`src/rtl/para_rr_mux.sv`:
```
// Round-robin N:1 multiplexer with a single registered output stage.
// The search starts at the channel after the last one granted, so every requester is served in turn.
module para_rr_mux #(
   parameter int DATA_WIDTH = 32,
   parameter int NUM_INPUTS = 4
) (
   input  logic                             clk,
   input  logic                             rst_n,
   input  logic [NUM_INPUTS*DATA_WIDTH-1:0] in_data,
   input  logic [NUM_INPUTS-1:0]            in_valid,
   output logic [NUM_INPUTS-1:0]            in_ready,
   output logic [DATA_WIDTH-1:0]            out_data,
   output logic [((NUM_INPUTS > 1) ? $clog2(NUM_INPUTS) : 1)-1:0] out_sel,
   output logic                             out_valid,
   input  logic                             out_ready
);

   localparam int SEL_WIDTH = (NUM_INPUTS > 1) ? $clog2(NUM_INPUTS) : 1;

   logic [SEL_WIDTH-1:0] rr_ptr;
   logic [SEL_WIDTH-1:0] grant;
   logic [SEL_WIDTH-1:0] next_ptr;
   logic                 any_valid;
   logic                 load_en;
   int                   idx;

   assign load_en = !out_valid || out_ready;

   // Walk offsets from farthest to nearest so the channel closest to rr_ptr wins.
   always_comb begin
      grant     = '0;
      any_valid = 1'b0;
      idx       = 0;
      for (int k = NUM_INPUTS - 1; k >= 0; k--) begin
         idx = int'(rr_ptr) + k;
         if (idx >= NUM_INPUTS) idx = idx - NUM_INPUTS;
         if (in_valid[idx]) begin
            grant     = SEL_WIDTH'(idx);
            any_valid = 1'b1;
         end
      end
   end

   assign next_ptr = (grant == SEL_WIDTH'(NUM_INPUTS - 1)) ? '0 : grant + 1'b1;
   assign in_ready = (rst_n && load_en && any_valid) ? (NUM_INPUTS'(1) << grant) : '0;

   always_ff @(posedge clk) begin
      if (!rst_n) begin
         out_valid <= 1'b0;
         out_data  <= '0;
         out_sel   <= '0;
         rr_ptr    <= '0;
      end else if (load_en) begin
         if (any_valid) begin
            out_data  <= in_data[grant*DATA_WIDTH +: DATA_WIDTH];
            out_sel   <= grant;
            out_valid <= 1'b1;
            rr_ptr    <= next_ptr;
         end else begin
            out_valid <= 1'b0;
         end
      end
   end

endmodule
```
`config.mk`:
```
export PLATFORM = sky130hd
export DESIGN_NAME = para_rr_mux
export DESIGN_NICKNAME = d
export VERILOG_FILES = /design/src/rtl/para_rr_mux.sv
export SDC_FILE = /design/constraint.sdc
export NUM_CORES = 1
export LEC_CHECK = 0
export ABC_AREA = 1
export CELL_PAD_IN_SITES_DETAIL_PLACEMENT = 0
export CELL_PAD_IN_SITES_GLOBAL_PLACEMENT = 1
export CORE_MARGIN = 4
export CORE_UTILIZATION = 22
export CTS_CLUSTER_DIAMETER = 200
export CTS_CLUSTER_SIZE = 40
export DETAILED_ROUTE_END_ITERATION = 8
export PLACE_DENSITY_LB_ADDON = 0.1
export SYNTH_ARGS = -nofsm -noshare
export SYNTH_HDL_FRONTEND = slang
export SYNTH_SLANG_ARGS = --single-unit
```
`constraint.sdc`:
```
create_clock -name clk -period 1.8 [get_ports clk]
set_clock_uncertainty 0.05 [all_clocks]
set_input_delay 0.18 -clock clk [delete_from_list [all_inputs] [get_ports clk]]
set_output_delay 0.18 -clock clk [all_outputs]
set_load 0.01 [all_outputs]
```
# --- After elaboration in Yosys (flattened, before gate mapping) ---
# Cells that the tools add are included.
totals:
  elab_cells: 55
  output_inout_bits: 39
  register_bits: 37
classes:
  mux: 27
  n_shift: 2
  eq_ne: 1
  n_lt_le_gt_ge: 8
  addsub: 8
  reduce_logical: 5
op_table:
  columns: ["operator", "count"]
  rows:
  - ["$lt 32x4->1 const B", 4]
  - ["$mux 32", 4]
  - ["$shiftx 128x8->32", 1]
  - ["$mux 1", 13]
  - ["$sub 3x3->4 const B", 3]
  - ["$mux 2", 5]
  - ["$ge 3x3->1 const B", 3]
  - ["$bmux 1 s2", 4]
  - ["$add 2x2->3 const B", 2]
  - ["$mux 4", 1]
  - ["$shl 1x2->4 const A", 1]
  - ["$sub 2x3->4 const B", 1]
  - ["$add 2x1->3 const B", 1]
  - ["$ge 2x3->1 const B", 1]
  - ["$add 2x1->2 const B", 1]
  - ["$eq 2x2->1 const B", 1]
  - ["$logic_and 1x1->1", 2]
  - ["$reduce_and 2->1", 1]
  - ["$logic_not 1->1", 1]
  - ["$logic_or 1x1->1", 1]

# --- Logic depth before layout (Yosys ltp) ---
depth:
  word_depth: 12
  mapped_depth: 17
  ltp_nobuf: 14

# --- Worst setup path after synthesis ---
# Ideal clock, no wire load.
synth_timing:
  path_type: "reg2out"
  startpoint: "register rr_ptr[0]"
  endpoint: "output port in_ready[3]"
  path_slack_ps: -105
  arrival_ps: 1675
  required_ps: 1570
  stages_incl_launch_ff: 16
  path_cell_list: "dfxtp_1 buf_6 inv_4 nand2_1 nand2_2 inv_2 nand2_1 nand2_1 nand3_1 nand3_1 nand2_2 inv_2 buf_2 ha_1 inv_1 nor2_1"
synth_between:
  elab_chain_len: 12
  elab_cells_between_ends: 38
synth_rtl:
  columns: ["item", "line", "text"]
  rows:
  - ["from (decl)", "20", "logic [SEL_WIDTH-1:0] rr_ptr;"]
  - ["from (signal assigned)", "58", "rr_ptr <= next_ptr;"]
  - ["$add 2x2->3", "35", "idx = int'(rr_ptr) + k;"]
  - ["$sub 3x3->4 or $ge 3x3->1 (tied branches)", "36", "if (idx >= NUM_INPUTS) idx = idx - NUM_INPUTS;"]
  - ["$mux 32", "36", null]
  - ["$bmux 1 s2", "37", "if (in_valid[idx]) begin"]
  - ["$mux 1 (implied by the code) (2 in series)", "37", null]
  - ["$mux 2 or $mux 1 (tied branches) (4 in series)", "37", null]
  - ["$shl 1x2->4 or $logic_and 1x1->1 (tied branches)", "45", "assign in_ready = (rst_n && load_en && any_valid) ? (NUM_INPUTS'(1) << grant) : '0;"]
  - ["$mux 4 *", "45", null]
  - ["to (decl)", "11", "output logic [NUM_INPUTS-1:0] in_ready,"]
# Mark *: on every way between the ends. The rest lies on a longest branch, timed or not. The select of a mux whose other input is x is not followed.

# --- Worst setup path in the final report ---
layout_timing:
  startpoint: "register rr_ptr[0]"
  endpoint: "output port in_ready[1]"
# Same word-level chain as after synthesis.

==> summary.json <==
{
  "synth.net_count": 658,
  "nNetsFinal": 862,
  "grt_first_pass_wirelength_microns": 20600,
  "cts-root-to-sink-buffers": 2,
  "worst_setup_slack_final_ns": -0.291,
  "ys.warnings.count": 0,
  "global_route.usage.total_pct": 17.4,
  "worst_path_largest_cell_delay_ns": 0.38,
  "netlist_instances": 522,
  "worst_slew_pin_slew_ns": 0.450,
  "max-vdd-ir-drop_mv": 0.770,
  "switching_share_of_total_power_pct": 46.6,
  "tritoncts.num_buffers": 5,
  "cap_viol_max_count": 0,
  "viasPerCell": 4.53,
  "clock_insertion_delay_worst_skew_ns": 0.29,
  "power.density_mw_per_mm2": 1770,
  "leakage_nw": 3.18,
  "initial_utilization_pct": 22.4,
  "quantity_of_i_o_buffers_inserted_on_ports": 173,
  "core.rowCount": 42,
  "mostFrequentLayoutCells": "sky130_fd_sc_hd__clkdlybuf4s50_1 (169), sky130_fd_sc_hd__nand3_1 (114), sky130_fd_sc_hd__inv_1 (82)",
  "worst_ep_arrival_time_ns": 1.86,
  "detailedPlace.worstSlack_ns": -0.662,
  "ratio_of_cells_with_drive_above_1_in_the_final_layout_pct": 29.4,
  "globalplace.congestion": 0.827,
  "result_of_the_run": "complete, but fails checks",
  "internal_power_contribution_w": 0.00607,
  "worst_setup_path_start_kind": "register",
  "critical_path.max_fanout": 6,
  "clock.fmax_mhz": 478,
  "dieWidth_microns": 124,
  "final_antenna_net_count": 0,
  "failing_checks": "setup timing",
  "worstPathRequired_ns": 1.57,
  "grt_antenna_before_repair": 0,
  "syn-cell-area_sq_mm": 0.00296,
  "switching_power_w": 0.00529,
  "drt_pre_antenna_iters": 8,
  "sequential_area_share_after_synthesis_pct": 25.0,
  "worst_reg_to_reg_cells": 14,
  "detail_route.iter0.violations": 227,
  "floorplan.die.height_microns": 124,
  "cts_tree": "built",
  "grt_max_degree": 36,
  "comb_power_share_pct": 80.3,
  "route.vias.total": 4092,
  "timing.hold.worst_path_depth": 2,
  "hpwlAfterDp_microns": 8870,
  "clock_pin_slew_on_the_worst_setup_and_hold_paths_ns": 0.06,
  "synth.avg_cell_area_sq_um": 5.67,
  "critPathKind": "reg -> out",
  "cts_hold_buf": 0,
  "setup_repair_after_global_routing_missed_its_margin": "yes",
  "wl_per_cell_microns": 17.1,
  "antenna_cells_inserted": 0,
  "layout.cells.most_common": "sky130_fd_sc_hd__clkdlybuf4s50_1",
  "finalSetupViolCount": 40,
  "post_layout_nonfiller_instances": 903,
  "design.die.area_sq_mm": 0.0154,
  "clkSinkCount": 37,
  "first_global_vias": 3780,
  "crit_chain": "buf_8 > o21ai_4 > nand2_2 > nand2_2 > nor2_2 > a21oi_4 > inv_2 > nor2_4 > inv_2 > nor3_2 > buf_2",
  "root_buffer": "sky130_fd_sc_hd__clkbuf_16",
  "io_pins": 174,
  "synth-seq-cells": 37,
  "hold_viol": 0,
  "sequential_share_of_power_pct": 11.9,
  "min_period_ns": 2.09,
  "detail_route.wirelength_microns": 15500,
  "power.clock.fraction_pct": 7.8,
  "drc": 0,
  "grt_remaining_overflow": 0,
  "timing.final.max_slew_violations": 0,
  "p_total_w": 0.0114,
  "area_growth_syn_to_layout_pct": 117,
  "timing.hold.worst.class": "reg -> reg",
  "placeableCoreArea_sq_mm": 0.0132,
  "cpMaxStageDelayCell": "sky130_fd_sc_hd__dfxtp_4",
  "ctsHtreeMaxLevel": 2,
  "slew-limit-headroom_pct": 70.0,
  "layout_worst_path_cycle_share_pct": 116,
  "yosysUniqueCellTypes": 21,
  "final.setup.tns_ns": -6.60,
  "worst_setup_ep_type": "output pin",
  "post-place-cells": 857
}
[synth_stat cells]
library cell,number,share of area (%)
sky130_fd_sc_hd__dfxtp_1,37,25
sky130_fd_sc_hd__nor2_1,37,4.7
sky130_fd_sc_hd__o22ai_2,1,0.42
sky130_fd_sc_hd__nand3_1,184,31
sky130_fd_sc_hd__buf_4,10,2.5
sky130_fd_sc_hd__a21oi_4,1,0.55
sky130_fd_sc_hd__buf_1,1,0.13
sky130_fd_sc_hd__buf_6,4,1.5
sky130_fd_sc_hd__nor3_2,1,0.34
sky130_fd_sc_hd__inv_4,1,0.21
sky130_fd_sc_hd__nand2_1,116,15
sky130_fd_sc_hd__buf_2,21,3.6
sky130_fd_sc_hd__o21ai_0,3,0.51
sky130_fd_sc_hd__clkbuf_1,2,0.25
sky130_fd_sc_hd__nand2_2,5,1.1
sky130_fd_sc_hd__ha_1,1,0.42
sky130_fd_sc_hd__o21ai_1,3,0.51
sky130_fd_sc_hd__a21oi_1,2,0.34
sky130_fd_sc_hd__inv_1,84,11
sky130_fd_sc_hd__inv_2,6,0.76
sky130_fd_sc_hd__nand3_2,2,0.68
[logic make-up (layout without fill, tap and decap cells)]
| logic type | count (synthesis) | in the layout | share of synthesized area [%] |
|---|---|---|---|
| flip-flops | 37 | 37 | 25.0 |
| buffers and inverters | 129 | 334 | 19.6 |
| AND/OR/NAND/NOR | 345 | 345 | 52.6 |
| AO/OA/AOI/OAI | 10 | 10 | 2.33 |
| adder cells (fa/ha/maj) | 1 | 1 | 0.423 |
[sequential cells by signal, summed over array words and instances, names as in the netlist]
register and count:
out_valid 1, rr_ptr 2, out_sel 2, out_data 32
[power by group through the flow]
| stage | logic (W) | registers (W) | clock network, W |
|---|---|---|---|
| CTS | 0.00702 | 0.00134 | 0.000910 |
| global route | 0.00982 | 0.00139 | 0.000934 |
| finish | 0.00913 | 0.00135 | 0.000888 |
| global placement | 0.00530 | 0.00134 | 0 |
| detailed placement | 0.00533 | 0.00135 | 0 |
| floorplan | 0.00338 | 0.00146 | 0 |
[per-stage QoR]
| step | area, sq um | hold slack, ns | utilization [%] |
|---|---|---|---|
| floorplan | 2980 | 0.318 | - |
| global placement | 4870 | 0.408 | 37.0 |
| detailed placement | 4870 | 0.410 | 37.0 |
| CTS | 5540 | 0.420 | 42.0 |
| global route | 6430 | 0.434 | 48.8 |
| finish | 6430 | 0.415 | 48.8 |
[what timing repair did]
action	4_1_cts	5_1_grt
cloned	8	8
pin swaps	16	54
setup endpoints to repair	41	41
gates resized for setup	72	163
buffers inserted	14	14
[worst max-delay path: cells and delay by family (launching register included)]
kind,cells,cell delay [ns]
and+or+nand+nor,5,0.44
buffers and inverters,4,0.43
DFF,1,0.38
AOI/OAI and AO/OA,2,0.33
[worst paths after layout]
check / from / end / slack (ns)
setup / recovery: rr_ptr[0] / in_ready[1] / -0.29
hold / removal: out_data[23] / out_data[23] / 0.42
setup reg to reg: rr_ptr[0] / out_data[6] / -0.23
hold reg to reg: out_data[23] / out_data[23] / 0.42
[layout make-up]
cell class | instances | area (sq um)
fillers | 1308 | 6760
repair buffers | 235 | 2650
multi-input cells | 356 | 2330
flip-flops and latches | 37 | 748
inverters | 91 | 354
well taps | 176 | 220
clock buffers | 8 | 136
[routing by layer]
metal  vias to the layer above  share of wire [%]  GRT usage [%]
li1                       2058                  -              -
met1                      1895                 41           22.4
met2                       121                 51           29.3
met3                        18                6.5           4.50
met4                         0                1.3           4.04
met5                         -                  0              0
Power figures use the tool's default switching activity.
